`src/rtl/mc_pkg.sv`:
```
// mc_pkg: shared encodings for the multi-cycle MIPS control FSM.
// The WB_I state exists only when MC_CTRL_ADDI_EN is defined.
`timescale 1ns/1ps
package mc_pkg;

  typedef enum logic [3:0] {
    IDLE,
    FETCH,
    DECODE,
    EXEC_R,
    EXEC_ADDR,
    EXEC_BR,
    EXEC_J,
    MEM_RD,
    MEM_WR,
    WB_R,
    WB_MEM,
    TRAP
`ifdef MC_CTRL_ADDI_EN
    , WB_I
`endif
  } state_t;

  localparam logic [5:0] OP_R    = 6'b000000;
  localparam logic [5:0] OP_LW   = 6'b100011;
  localparam logic [5:0] OP_SW   = 6'b101011;
  localparam logic [5:0] OP_BEQ  = 6'b000100;
  localparam logic [5:0] OP_J    = 6'b000010;
  localparam logic [5:0] OP_ADDI = 6'b001000;

  localparam logic [5:0] FN_ADD = 6'b100000;
  localparam logic [5:0] FN_SUB = 6'b100010;
  localparam logic [5:0] FN_AND = 6'b100100;
  localparam logic [5:0] FN_OR  = 6'b100101;
  localparam logic [5:0] FN_SLT = 6'b101010;

  localparam logic [2:0] ALU_ADD = 3'b000;
  localparam logic [2:0] ALU_SUB = 3'b001;
  localparam logic [2:0] ALU_AND = 3'b010;
  localparam logic [2:0] ALU_OR  = 3'b011;
  localparam logic [2:0] ALU_SLT = 3'b100;

  localparam logic [1:0] PC_SRC_ALU = 2'b00;
  localparam logic [1:0] PC_SRC_BR  = 2'b01;
  localparam logic [1:0] PC_SRC_J   = 2'b10;

  localparam logic [1:0] SRC_B_RT   = 2'b00;
  localparam logic [1:0] SRC_B_FOUR = 2'b01;
  localparam logic [1:0] SRC_B_IMM  = 2'b10;
  localparam logic [1:0] SRC_B_BR   = 2'b11;

  localparam logic [1:0] FAULT_NONE = 2'b00;
  localparam logic [1:0] FAULT_OP   = 2'b01;
  localparam logic [1:0] FAULT_FUNC = 2'b10;
  localparam logic [1:0] FAULT_TMO  = 2'b11;

  typedef struct packed {
    logic       pcWr;
    logic [1:0] pcSrc;
    logic       irWr;
    logic       iord;
    logic       memRd;
    logic       memWr;
    logic       regWr;
    logic       regDst;
    logic       memToReg;
    logic       aluSrcA;
    logic [1:0] aluSrcB;
    logic       extOp;
    logic [2:0] aluCtr;
    logic       instrDone;
  } ctrl_t;

  function automatic logic isMemState(state_t s);
    return (s == FETCH) || (s == MEM_RD) || (s == MEM_WR);
  endfunction

endpackage

```
`src/rtl/mc_alu_dec.sv`:
```
// mc_alu_dec: R-type funct to ALU op decoder with a legality flag.
// Unknown funct values decode to ADD with funcLegal low.
`timescale 1ns/1ps
module mc_alu_dec
  import mc_pkg::*;
(
  input  logic [5:0] func,
  output logic [2:0] aluCtr,
  output logic       funcLegal
);

  always_comb begin
    aluCtr    = ALU_ADD;
    funcLegal = 1'b1;
    unique case (1'b1)
      func == FN_ADD: aluCtr = ALU_ADD;
      func == FN_SUB: aluCtr = ALU_SUB;
      func == FN_AND: aluCtr = ALU_AND;
      func == FN_OR:  aluCtr = ALU_OR;
      func == FN_SLT: aluCtr = ALU_SLT;
      default:        funcLegal = 1'b0;
    endcase
  end

endmodule

```
`src/rtl/mc_ctrl.sv`:
```
// mc_ctrl: multi-cycle MIPS control FSM with memory wait timeout trap.
// Define MC_CTRL_ADDI_EN to accept ADDI (completes through WB_I).
`timescale 1ns/1ps
module mc_ctrl
  import mc_pkg::*;
#(
  parameter int WAIT_MAX = 15,
  parameter int WAIT_W   = 4
) (
  input  logic        clk,
  input  logic        rst_n,
  input  logic [31:0] ins,
  input  logic        zero,
  input  logic        mem_ready,
  output logic        pc_wr,
  output logic [1:0]  pc_src,
  output logic        ir_wr,
  output logic        iord,
  output logic        mem_rd,
  output logic        mem_wr,
  output logic        reg_wr,
  output logic        reg_dst,
  output logic        mem_to_reg,
  output logic        alu_src_a,
  output logic [1:0]  alu_src_b,
  output logic        ext_op,
  output logic [2:0]  alu_ctr,
  output logic        instr_done,
  output logic        fault,
  output logic [1:0]  fault_code
);

  logic [5:0] op;
  logic [5:0] func;
  logic       unusedIns;

  assign op        = ins[31:26];
  assign func      = ins[5:0];
  assign unusedIns = ^ins[25:6];

  state_t            state;
  state_t            stateNxt;
  logic [WAIT_W-1:0] waitCnt;
  logic [WAIT_W-1:0] waitNxt;
  logic              faultQ;
  logic [1:0]        codeQ;
  logic [1:0]        codeNxt;
  logic              memState;
  logic              waitHit;
  logic [2:0]        decCtr;
  logic              funcLegal;
  logic              isR;
  logic              immOp;
  logic              memOp;
  ctrl_t             ctrl;

  mc_alu_dec uDec (
    .func      (func),
    .aluCtr    (decCtr),
    .funcLegal (funcLegal)
  );

`ifdef MC_CTRL_ADDI_EN
  assign immOp = (op == OP_ADDI);
`else
  assign immOp = 1'b0;
`endif

  assign isR   = (op == OP_R);
  assign memOp = (op == OP_LW) || (op == OP_SW) || immOp;

  // Ready on the terminal count still wins; only a miss there traps.
  assign memState = isMemState(state);
  assign waitHit  = memState && !mem_ready
                  && (waitCnt == WAIT_W'(WAIT_MAX));
  assign waitNxt  = (memState && !mem_ready && !waitHit)
                  ? waitCnt + 1'b1 : '0;

  always_ff @(posedge clk or negedge rst_n) begin
    if (!rst_n) begin
      state   <= IDLE;
      waitCnt <= '0;
      faultQ  <= 1'b0;
      codeQ   <= FAULT_NONE;
    end else begin
      state   <= stateNxt;
      waitCnt <= waitNxt;
      if (stateNxt == TRAP && state != TRAP) begin
        faultQ <= 1'b1;
        codeQ  <= codeNxt;
      end
    end
  end

  always_comb begin
    stateNxt = state;
    codeNxt  = FAULT_NONE;
    ctrl     = '0;
    unique case (state)
      IDLE: stateNxt = FETCH;
      FETCH: begin
        ctrl.memRd   = 1'b1;
        ctrl.aluSrcB = SRC_B_FOUR;
        ctrl.aluCtr  = ALU_ADD;
        if (mem_ready) begin
          ctrl.irWr  = 1'b1;
          ctrl.pcWr  = 1'b1;
          ctrl.pcSrc = PC_SRC_ALU;
          stateNxt   = DECODE;
        end else if (waitHit) begin
          stateNxt = TRAP;
          codeNxt  = FAULT_TMO;
        end
      end
      DECODE: begin
        ctrl.aluSrcB = SRC_B_BR;
        ctrl.extOp   = 1'b1;
        ctrl.aluCtr  = ALU_ADD;
        unique case (1'b1)
          isR && funcLegal:  stateNxt = EXEC_R;
          isR && !funcLegal: begin
            stateNxt = TRAP;
            codeNxt  = FAULT_FUNC;
          end
          memOp:         stateNxt = EXEC_ADDR;
          op == OP_BEQ:  stateNxt = EXEC_BR;
          op == OP_J:    stateNxt = EXEC_J;
          default: begin
            stateNxt = TRAP;
            codeNxt  = FAULT_OP;
          end
        endcase
      end
      EXEC_R: begin
        ctrl.aluSrcA = 1'b1;
        ctrl.aluSrcB = SRC_B_RT;
        ctrl.aluCtr  = decCtr;
        stateNxt     = WB_R;
      end
      EXEC_ADDR: begin
        ctrl.aluSrcA = 1'b1;
        ctrl.aluSrcB = SRC_B_IMM;
        ctrl.extOp   = 1'b1;
        ctrl.aluCtr  = ALU_ADD;
        unique case (1'b1)
          op == OP_SW: stateNxt = MEM_WR;
`ifdef MC_CTRL_ADDI_EN
          immOp:       stateNxt = WB_I;
`endif
          default:     stateNxt = MEM_RD;
        endcase
      end
      EXEC_BR: begin
        ctrl.aluSrcA   = 1'b1;
        ctrl.aluSrcB   = SRC_B_RT;
        ctrl.aluCtr    = ALU_SUB;
        ctrl.pcSrc     = PC_SRC_BR;
        ctrl.pcWr      = zero;
        ctrl.instrDone = 1'b1;
        stateNxt       = FETCH;
      end
      EXEC_J: begin
        ctrl.pcSrc     = PC_SRC_J;
        ctrl.pcWr      = 1'b1;
        ctrl.instrDone = 1'b1;
        stateNxt       = FETCH;
      end
      MEM_RD: begin
        ctrl.memRd = 1'b1;
        ctrl.iord  = 1'b1;
        if (mem_ready) begin
          stateNxt = WB_MEM;
        end else if (waitHit) begin
          stateNxt = TRAP;
          codeNxt  = FAULT_TMO;
        end
      end
      MEM_WR: begin
        ctrl.memWr = 1'b1;
        ctrl.iord  = 1'b1;
        if (mem_ready) begin
          ctrl.instrDone = 1'b1;
          stateNxt       = FETCH;
        end else if (waitHit) begin
          stateNxt = TRAP;
          codeNxt  = FAULT_TMO;
        end
      end
      WB_R: begin
        ctrl.regWr     = 1'b1;
        ctrl.regDst    = 1'b1;
        ctrl.instrDone = 1'b1;
        stateNxt       = FETCH;
      end
      WB_MEM: begin
        ctrl.regWr     = 1'b1;
        ctrl.memToReg  = 1'b1;
        ctrl.instrDone = 1'b1;
        stateNxt       = FETCH;
      end
`ifdef MC_CTRL_ADDI_EN
      WB_I: begin
        ctrl.regWr     = 1'b1;
        ctrl.instrDone = 1'b1;
        stateNxt       = FETCH;
      end
`endif
      TRAP: stateNxt = TRAP;
      default: stateNxt = IDLE;
    endcase
  end

  assign pc_wr      = ctrl.pcWr;
  assign pc_src     = ctrl.pcSrc;
  assign ir_wr      = ctrl.irWr;
  assign iord       = ctrl.iord;
  assign mem_rd     = ctrl.memRd;
  assign mem_wr     = ctrl.memWr;
  assign reg_wr     = ctrl.regWr;
  assign reg_dst    = ctrl.regDst;
  assign mem_to_reg = ctrl.memToReg;
  assign alu_src_a  = ctrl.aluSrcA;
  assign alu_src_b  = ctrl.aluSrcB;
  assign ext_op     = ctrl.extOp;
  assign alu_ctr    = ctrl.aluCtr;
  assign instr_done = ctrl.instrDone;
  assign fault      = faultQ;
  assign fault_code = codeQ;

endmodule

```
`config.mk`:
```
export PLATFORM = sky130hd
export DESIGN_NAME = mc_ctrl
export DESIGN_NICKNAME = d
export VERILOG_FILES = /design/src/rtl/mc_pkg.sv /design/src/rtl/mc_alu_dec.sv /design/src/rtl/mc_ctrl.sv
export SDC_FILE = /design/constraint.sdc
export NUM_CORES = 1
export LEC_CHECK = 0
export CAP_MARGIN = 20
export CORE_AREA = 3 3 55 57
export CTS_CLUSTER_DIAMETER = 120
export CTS_CLUSTER_SIZE = 25
export DETAILED_ROUTE_END_ITERATION = 7
export DIE_AREA = 0 0 58 60
export GPL_ROUTABILITY_DRIVEN = 0
export PLACE_DENSITY = 0.88
export SETUP_SLACK_MARGIN = 0.4
export SLEW_MARGIN = 10
export SYNTH_ARGS = -nofsm -noshare
export SYNTH_HDL_FRONTEND = slang
export SYNTH_SLANG_ARGS = --single-unit
```
`constraint.sdc`:
```
create_clock -name clk -period 2.3 [get_ports clk]
set_input_delay 0.575 -clock clk [delete_from_list [all_inputs] [get_ports clk]]
set_output_delay 0.575 -clock clk [all_outputs]
set_load 0.01 [all_outputs]
```
* Word-level counts from Yosys, hierarchy flattened
Index checks and enable logic that the tools add are counted.
** Word-level totals
- Register bits after elaboration :: 11
- Word-level logic and storage cells :: 81
- Input bits :: 36
** Operators by class
- Add/sub/neg operators :: 1
- Mux-type cells :: 29
- Reduce and logical (&&, ||, !) cells :: 24
- Equality and inequality tests :: 23
** Operators by type and width (number)
- 6-bit equality test, second input constant :: 7
- 4-bit one-hot mux with 8 select lines :: 1
- 4-bit 2-to-1 mux :: 7
- 4-bit equality test, second input constant :: 6
- 4-bit by 3-bit equality test with 1-bit output, second input constant :: 4
- 4-bit one-hot mux with 4 select lines :: 1
- 3-bit one-hot mux with 4 select lines :: 1
- 1-bit 2-to-1 mux :: 11
- 5-bit OR reduction :: 2
- 3-bit one-hot mux with 3 select lines :: 1
- 4-bit by 2-bit equality test with 1-bit output, second input constant :: 2
- 2-bit one-hot mux with 2 select lines :: 2
- 2-bit OR reduction :: 4
- 4-bit OR reduction :: 2
- 6-bit by 2-bit equality test with 1-bit output, second input constant :: 1
- 6-bit by 3-bit equality test with 1-bit output, second input constant :: 1
- 1-bit logical AND :: 6
- 6-bit zero test :: 1
- 2-bit one-hot mux with 3 select lines :: 1
- 3-bit one-hot mux with 2 select lines :: 1
- 3-bit OR reduction :: 2
- 4-bit by 1-bit adder with 4-bit output, second input constant :: 1
- 4-bit by 1-bit equality test with 1-bit output, second input constant :: 1
- 4-bit zero test :: 1
- 5 further kinds :: 10

* Logic depth before layout (Yosys ltp)
Gate-level depths: netlist of run 1.
- Depth after elaboration :: 10
- Mapped depth :: 7
- Gate-level depth less buffers :: 7

* By module
A second synthesis of run 1 with hierarchy kept.
** Second synthesis, totals
- Cells, all modules :: 123
- Area total of the unflattened synthesis :: 1001.0 um2
** By module, submodules not included
- mc_ctrl :: area an instance 924.6 um2, cells an instance 113, instances 1, seq. area each 275.3 um2
- mc_alu_dec :: area an instance 76.3 um2, cells an instance 10, instances 1, seq. area each 0.0 um2

* Worst setup path before layout of run 1
OpenSTA, ideal clock, no wires.
- Path type :: reg2out
- Start point :: reg state[2]
- End point :: out alu_ctr[2]
- Data arrival time :: 1.340 ns
- Path slack :: 0.385 ns
- Data required time :: 1.725 ns
- Cell stages (with the launch flop) :: 5
- Buffers on the path :: 1
- Cell sequence :: dfrtp_1 -> buf_2 -> nor2_1 -> nand3_1 -> nor4_1
** Between the ends
- Word-level cells in the longest chain between the ends :: 2
- Elaborated cells between the ends (all ways) :: 3
** Ends and longest elaborated chain
- start, declared :: line mc_ctrl.sv:41 : state_t state;
- start signal, assigned :: line mc_ctrl.sv:86 : state <= stateNxt;
- 4-bit by 3-bit equality test with 1-bit output or 4-bit by 2-bit equality test with 1-bit output (tied branches) :: line mc_ctrl.sv:99 : unique case (state)
- 3-bit one-hot mux with 2 select lines * :: line mc_ctrl.sv:99
- end, declared :: line mc_ctrl.sv:27 : output logic [2:0] alu_ctr,
Mark *: on every way between the ends. The rest lies on a longest branch, timed or not.

* Worst setup path in the final report of run 1
- Start point :: reg state[3]
- End point :: out iord
** Between the ends
- Word-level cells in the longest chain between the ends :: 3
- Elaborated cells between the ends (all ways) :: 4
** Ends and longest elaborated chain
- 4-bit by 3-bit equality test with 1-bit output or 4-bit equality test (tied branches) :: line mc_ctrl.sv:99
- 2-bit OR reduction (no line) *
- 1-bit 2-to-1 mux * :: line mc_ctrl.sv:99
- end, declared :: line mc_ctrl.sv:18 : output logic iord,
Marked as above.

==> out/qor.txt, run 1 <==
Crit path kind: reg2out
Worst slew margin: 0.599
Worst vdd ir: 0.866 mV
Clk_lat worst skew: 0.28 ns
Sequential power share: 0.159
CTS H-Tree Depth: 1
Power Density: 983 mW/mm^2
Synth top area share: 0.281
Max Slew Vio Count: 0
Seq/Total Area, Yosys: 0.281
DIE AREA: 0.00348 mm^2
Finished Cell Area: 0.00200 mm^2
Final ANT Viol Nets: 0
Final Power: 1.97 mW
Startpoint types: flip-flop
Number of synthesized register bits: 11
Yosys top cell by area: dfrtp_1
Vias: 1,441
Crit-path slowest cell: or4b_4
Ys async rst share: 1.00
First-pass GRT wire length: 6780 um
Crit-path max cell delay: 0.49 ns
CTS Sinks: 11
Final Cycle Share: 0.934
Leading cell type by number of instances after synthesis: nor2_1
Clock share of power: 0.072
Mapped Nets: 163
# setup viols final: 0
Reg clk slew, reported paths: 0.08 ns
Critical path buffers and inverters: 2
Final hold vios: 0
Residual DRC: 0
Post-Synth Adder-Cell Area: 0.0128
Hold depth: 1
Initial antenna violation count: 0
DR WL/cell: 19.9 um
Layout cells sized above 1: 0.543
Reg2reg setup slack: 0.16 ns
Worst Max-Slew Pin Slew: 0.599 ns
Die Y-Extent: 60 um
Cell Area, Placed: 0.00149 mm^2
Synth cell types: 43
Sw Share: 0.445
Fin nets: 246
Post-synthesis mux area share: 0
Initial Util: 0.388
Syn_area_per_cell: 7.77 um^2
CTS Hold Buffers Added: 0
Req. time, crit path: 1.73 ns
Hold Crit Start: fault$_DFFE_PN0P_
ANT cells: 0
Worst Path Max Fanout: 5
Area grow syn2layout: 105%
Layout Skew: 0.00629 ns
Top cells by area, synth: dfrtp_1 (28%), nor2_1 (6.1%), a21oi_1 (4.6%)
Largest net degree at the start of global routing: 12
Final setup TNS: 0 ns
Clock tree root driver cell: clkbuf_4
Post-layout util: 0.794
Clock tree from TritonCTS: yes
Internal power: 1.09 mW
Largest family of logic cells by synthesized area: simple AND/OR/NAND/NOR gates
RR Endpoint: fault_code[0]$_DFFE_PN0P_
Synth Warn #: 0
Hold path endpoint: fault$_DFFE_PN0P_
Logic pwr share: 0.770
I/O pin count: 57
Synth cell count leaders: nor2_1 (16), dfrtp_1 (11), a21oi_1 (9), nand2_1 (8)
Crit path DAT: 1.57 ns
WL final: 4740 um
CTS buffer count: 3
DIE WIDTH: 58 um
DP Wirelength: 2480 um
CP Capture Type: output port
Worst reg2reg path depth: 11
Most used flip-flop cell after synthesis: dfrtp_1
DR pass1 iterations: 4
Vias in the first global route: 1,394
Drt first-iter violations: 67
Synth Area in XOR/XNOR: 0.0448
CP Cell Sequence: buf_6 > or4b_4 > o21ai_1 > buf_2
Synthesized instance count: 126
Count of input and output buffers: 36
Synth Area in Simple Gates: 0.349
Placement Rows: 18
FF-to-FF Start: state[3]$_DFF_PN0_
P_sw: 876 uW
Total GRT Usage: 0.255
Worst min path class: reg2reg
Maximum clock rate: 0.466 GHz
Grt ovf: 0
EDFF count, synth: 0
Cell Area, Synth: 978 um^2
P_leak: 0.916 nW
# Max-Cap Violations: 0
Max Root-Sink Buffers: 2
Unrepaired setup endpoints after global routing: true
Compound-Gate Fraction of Synth Area: 0.240
Delay-heaviest family, CP: simple AND/OR/NAND/NOR gates
Fin crit period: 2.15 ns
Core area: 0.00252 mm^2
Status: completed
Drt via density: 6.05
## cell type report
| cell class | instances | area (um^2) |
|---|---|---|
| inverters | 7 | 36.3 |
| multi-input cells | 102 | 881 |
| flip-flops and latches | 11 | 279 |
| well taps | 30 | 37.5 |
| repair buffers | 84 | 743 |
| fillers | 157 | 519 |
| clock buffers | 4 | 26.3 |
## layout by cell type, fill, tap and decap left out, types with 3 or more instances in the layout
master,synthesis,final
buf_2,2,11
xor2_1,4,3
nand3_1,7,5
nand2_1,8,5
a21oi_1,9,6
dfrtp_2,0,3
and3_1,3,3
nand2b_4,0,5
nor2_4,0,4
clkdlybuf4s50_1,0,8
dlygate4sd2_1,0,10
dfrtp_1,11,8
nand4_1,4,4
o21ai_0,4,3
clkbuf_4,0,3
buf_4,1,27
nor2_1,16,8
buf_6,2,26
nor2_2,0,4
inv_1,7,5
## layer usage
| metal | GRT usage | vias up | wire length (um) |
|---|---|---|---|
| met5 | 0 | - | 0 |
| met4 | 0.0596 | 0 | 135 |
| met3 | 0.0454 | 14 | 263 |
| met2 | 0.489 | 82 | 2530 |
| met1 | 0.290 | 714 | 1810 |
| li1 | - | 631 | - |
## cells by family after synthesis
kind of cell               Yosys count
adders and majority gates            1
xor gates and xnor gates             5
AOI/OAI and AO/OA                   33
and+or+nand+nor                     63
buffers and inverters               13
DFF                                 11
## power by group through the flow
stage / sequential (mW) / combinational, mW / clock, mW
after global placement: 0.307 / 0.853 / 0
after global routing: 0.314 / 1.59 / 0.151
final: 0.312 / 1.52 / 0.141
after CTS: 0.298 / 1.14 / 0.137
after floorplan: 0.287 / 0.498 / 0
after detailed placement: 0.308 / 0.878 / 0
## flip-flops by register name (all words and copies together) (netlist names)
register and count:
fault 1, fault_code 2, state 4, waitCnt 4
## stage by stage
stage	instances	setup WS (ns)	hold slack, ns
floorplan	126	0.385	0.279
global placement	207	-0.478	0.448
detailed placement	207	-0.501	0.453
CTS	230	0.206	0.470
global route	238	0.124	0.495
finish	238	0.152	0.466
## worst reg2reg max path, stage by stage, from the launching register on
cell and delay (ns):
dfrtp_2 0.45, buf_6 0.12, or4b_4 0.49, inv_4 0.09
buf_6 0.09, buf_6 0.09, buf_6 0.08, buf_6 0.09
a21oi_4 0.04, nand4_1 0.16, nand4_1 0.15, a21o_1 0.18
## how the worst max path moves through the flow
stage,from,slack [ns],cells after the start,to
2_1_floorplan,state[2]$_DFF_PN0_,0.39,4,alu_ctr[2]
3_3_place_gp,ins[5],-0.48,5,alu_ctr[0]
3_5_place_dp,ins[5],-0.50,5,alu_ctr[0]
4_1_cts,state[1]$_DFF_PN0_,0.21,3,alu_src_b[1]
5_1_grt,state[1]$_DFF_PN0_,0.12,7,pc_wr
6_report,state[3]$_DFF_PN0_,0.15,4,iord
## repair_timing
action,4_1_cts,5_1_grt
endpoints found under the setup margin,20,21
buffers inserted,19,8
resized for setup,129,45
pin swaps,12,13
No activity file was read; power rests on OpenSTA's default activity.
==> inputs of run 2 (changes only) <==
--- a/config.mk
+++ b/config.mk
@@ -6,13 +6,13 @@
 export NUM_CORES = 1
 export LEC_CHECK = 0
 export CAP_MARGIN = 20
-export CORE_AREA = 3 3 55 57
+export CORE_AREA = 2 2 57 59
 export CTS_CLUSTER_DIAMETER = 120
 export CTS_CLUSTER_SIZE = 25
 export DETAILED_ROUTE_END_ITERATION = 7
-export DIE_AREA = 0 0 58 60
+export DIE_AREA = 0 0 59 61
 export GPL_ROUTABILITY_DRIVEN = 0
-export PLACE_DENSITY = 0.88
+export PLACE_DENSITY = 0.83
 export SETUP_SLACK_MARGIN = 0.4
 export SLEW_MARGIN = 10
 export SYNTH_ARGS = -nofsm -noshare
==> constraint.sdc (replaced) <==
create_clock -name clk -period 1.9 [get_ports clk]
set_input_delay 0.475 -clock clk [delete_from_list [all_inputs] [get_ports clk]]
set_output_delay 0.475 -clock clk [all_outputs]
set_load 0.01 [all_outputs]
==> run 2 against run 1 <==
The run now ends with setup timing left. Setup slack got worse by 0.28 ns. Die area up 3.4%. First-iteration DRC count is 6.0% lower. Design area is 3.6% higher. Critical path depth increased by 3. Non-clock buffer count increased by 10. Total power up 15%. Combinational power grew 13%. Utilization down 9.2 points. Final cell count increased by 5.5%. Critical endpoint is now fault_code[0]$_DFFE_PN0P_.
==> out/qor.txt, run 2 (synthesis results as in run 1) <==
Status: finished with violations
Failing checks: setup timing
Worst reg2reg path depth: 7 (-4)
Worst min path class: reg2reg
Layout Skew: 0.00125 ns (-0.00505 ns)
Placed Cells: 236 (+14%)
Die Y-Extent: 61 um (+1.7%)
Worst vdd ir: 0.576 mV (-33%)
Count of input and output buffers: 36 (unchanged)
Reg clk slew, reported paths: 0.07 ns (about the same)
P_leak: 0.984 nW (+7.4%)
Initial Util: 0.331 (-0.0565)
DIE AREA: 0.00360 mm^2 (+3.4%)
Hold path endpoint: fault_code[0]$_DFFE_PN0P_
Initial antenna violation count: 0 (unchanged)
ANT cells: 0 (unchanged)
Sequential power share: 0.173 (+0.014)
Hold Crit Start: fault_code[0]$_DFFE_PN0P_
Fin nets: 256 (+4.1%)
Clock tree root driver cell: clkbuf_4
Reg2reg setup slack: -0.13 ns (-0.29 ns)
P_sw: 965 uW (+10%)
# setup viols final: 15 (+15)
Sw Share: 0.425 (-0.0207)
CP Capture Type: flip-flop
Worst slew margin: 0.654 (+0.0550)
Final hold vios: 0 (unchanged)
Origin of the worst setup path: state[2]$_DFF_PN0_
Vias: 1,362 (-5.5%)
Final setup TNS: -0.998 ns (-0.998 ns)
Req. time, crit path: 2.07 ns (+0.34 ns)
FF-to-FF Start: state[2]$_DFF_PN0_
Commonest non-fill, non-tap cell in the layout: buf_4
Layout Cells excl Fill: 251 (+5.5%)
I/O pin count: 57 (unchanged)
Crit-path max cell delay: 0.58 ns (+0.09 ns)
First-pass GRT wire length: 6680 um (-1.5%)
Residual DRC: 0 (unchanged)
Crit-path slowest cell: or4b_4
CP Cell Sequence: or4b_4 > buf_6 > o22ai_2 > a22oi_2 > a21oi_1 > nand4_1 > a21o_1
DP Wirelength: 2820 um (+14%)
Power Density: 1100 mW/mm^2 (+12%)
Hold depth: 1 (unchanged)
CTS buffer count: 3 (unchanged)
WL final: 4250 um (-10%)
DR WL/cell: 16.9 um (-15%)
Grt ovf: 0 (unchanged)
Clock tree from TritonCTS: yes
Clock share of power: 0.071 (about the same)
Total GRT Usage: 0.248 (-0.00709)
Layout cells sized above 1: 0.606 (+0.0622)
DR pass1 iterations: 4 (unchanged)
Largest net degree at the start of global routing: 12 (unchanged)
Most frequent cells in the layout: buf_4 (45), buf_6 (18), dlygate4sd2_1 (15)
Post-layout util: 0.703 (-0.0916)
Vias in the first global route: 1,444 (+3.6%)
CTS Sinks: 11 (unchanged)
Unrepaired setup endpoints after global routing: true
Final Cycle Share: 1.07
DIE WIDTH: 59 um (+1.7%)
Core area: 0.00295 mm^2 (+17%)
PnR worst setup slack: -0.125 ns (-0.277 ns)
Place WS: -0.665 ns (-0.164 ns)
Max Root-Sink Buffers: 2 (unchanged)
Final ANT Viol Nets: 0 (unchanged)
Clk_lat worst skew: 0.27 ns (about the same)
Drt via density: 5.43 (-10%)
Drt first-iter violations: 63 (-6.0%)
Worst Max-Slew Pin Slew: 0.517 ns (-0.0823 ns)
Crit path kind: reg2reg
Fin Hold WS: 0.481 ns (+0.0149 ns)
# Max-Cap Violations: 0 (unchanged)
Worst Path Max Fanout: 6 (+1)
Number of fill cells: 219 (+39%)
RR Endpoint: fault_code[0]$_DFFE_PN0P_
Fin crit period: 2.03 ns
Maximum clock rate: 0.494 GHz
Logic pwr share: 0.756 (-0.014)
Startpoint types: flip-flop
Crit path DAT: 2.19 ns (+0.62 ns)
Placement Rows: 20 (+2)
CTS H-Tree Depth: 1 (unchanged)
Area grow syn2layout: 112%
Internal power: 1.31 mW (+20%)
Max Slew Vio Count: 0 (unchanged)
run 2: changes by cell type in the layout (fill, tap and decap cells not counted), sizes merged:
cell,previous run,this run
buf,65,74
clkdlybuf4s15,0,1
clkdlybuf4s50,8,2
dlygate4sd2,10,15
dlymetal6s2s,0,1
run 2: power by group through the flow:
stage / Combinational, mW / Clock (mW) / Sequential, mW
after detailed placement: 1.35 / 0 / 0.394
after CTS: 1.50 / 0.164 / 0.383
after global placement: 1.31 / 0 / 0.381
after global routing: 1.82 / 0.179 / 0.399
after floorplan: 0.679 / 0 / 0.350
final: 1.72 / 0.162 / 0.393
run 2: how the worst max path moves through the flow:
stage / endpoint / slack, ns
2_1_floorplan: fault_code[0]$_DFFE_PN0P_ / 0.17
5_1_grt: iord / -0.18
3_5_place_dp: alu_ctr[0] / -0.66
3_3_place_gp: alu_ctr[0] / -0.63
4_1_cts: iord / -0.12
6_report: fault_code[0]$_DFFE_PN0P_ / -0.13
run 2: stage by stage:
| step | power [mW] | instance area (um^2) |
|---|---|---|
| after floorplan | 1.03 | 1060 |
| after global placement | 1.69 | 1760 |
| after detailed placement | 1.75 | 1760 |
| after CTS | 2.05 | 1940 |
| after global routing | 2.40 | 2070 |
| final | 2.27 | 2070 |
run 2: layout make-up:
class	count	area, um^2	share of cell area
clock buffer	4	26.3	0.0127
timing repair buffer	94	776	0.374
inverter	7	28.8	0.0139
tap	33	41.3	0.0199
multi-input combinational	102	922	0.445
sequential	11	280	0.135
run 2: critical path: cells and delay by family, from the launching register on:
family                 cells  cell delay [ns]
flip-flops                 1             0.48
AO/OA/AOI/OAI              4             0.56
AND/OR/NAND/NOR            2             0.74
buffers and inverters      1             0.14
run 2: routing by layer:
metal | part of all wire | vias to the layer above | track usage
met2 | 0.55 | 46 | 0.468
li1 | - | 657 | -
met3 | 0.045 | 8 | 0.0533
met1 | 0.40 | 651 | 0.274
met5 | 0 | - | 0
met4 | 0.013 | 0 | 0.0812
run 2: what timing repair did:
item	4_1_cts	5_1_grt
hold buffers	0	0
endpoints found under the hold margin	0	0
setup endpoints to repair	32	26
resized for setup	129	30
setup buffers	9	2
pin swaps	15	23
cloned	0	0
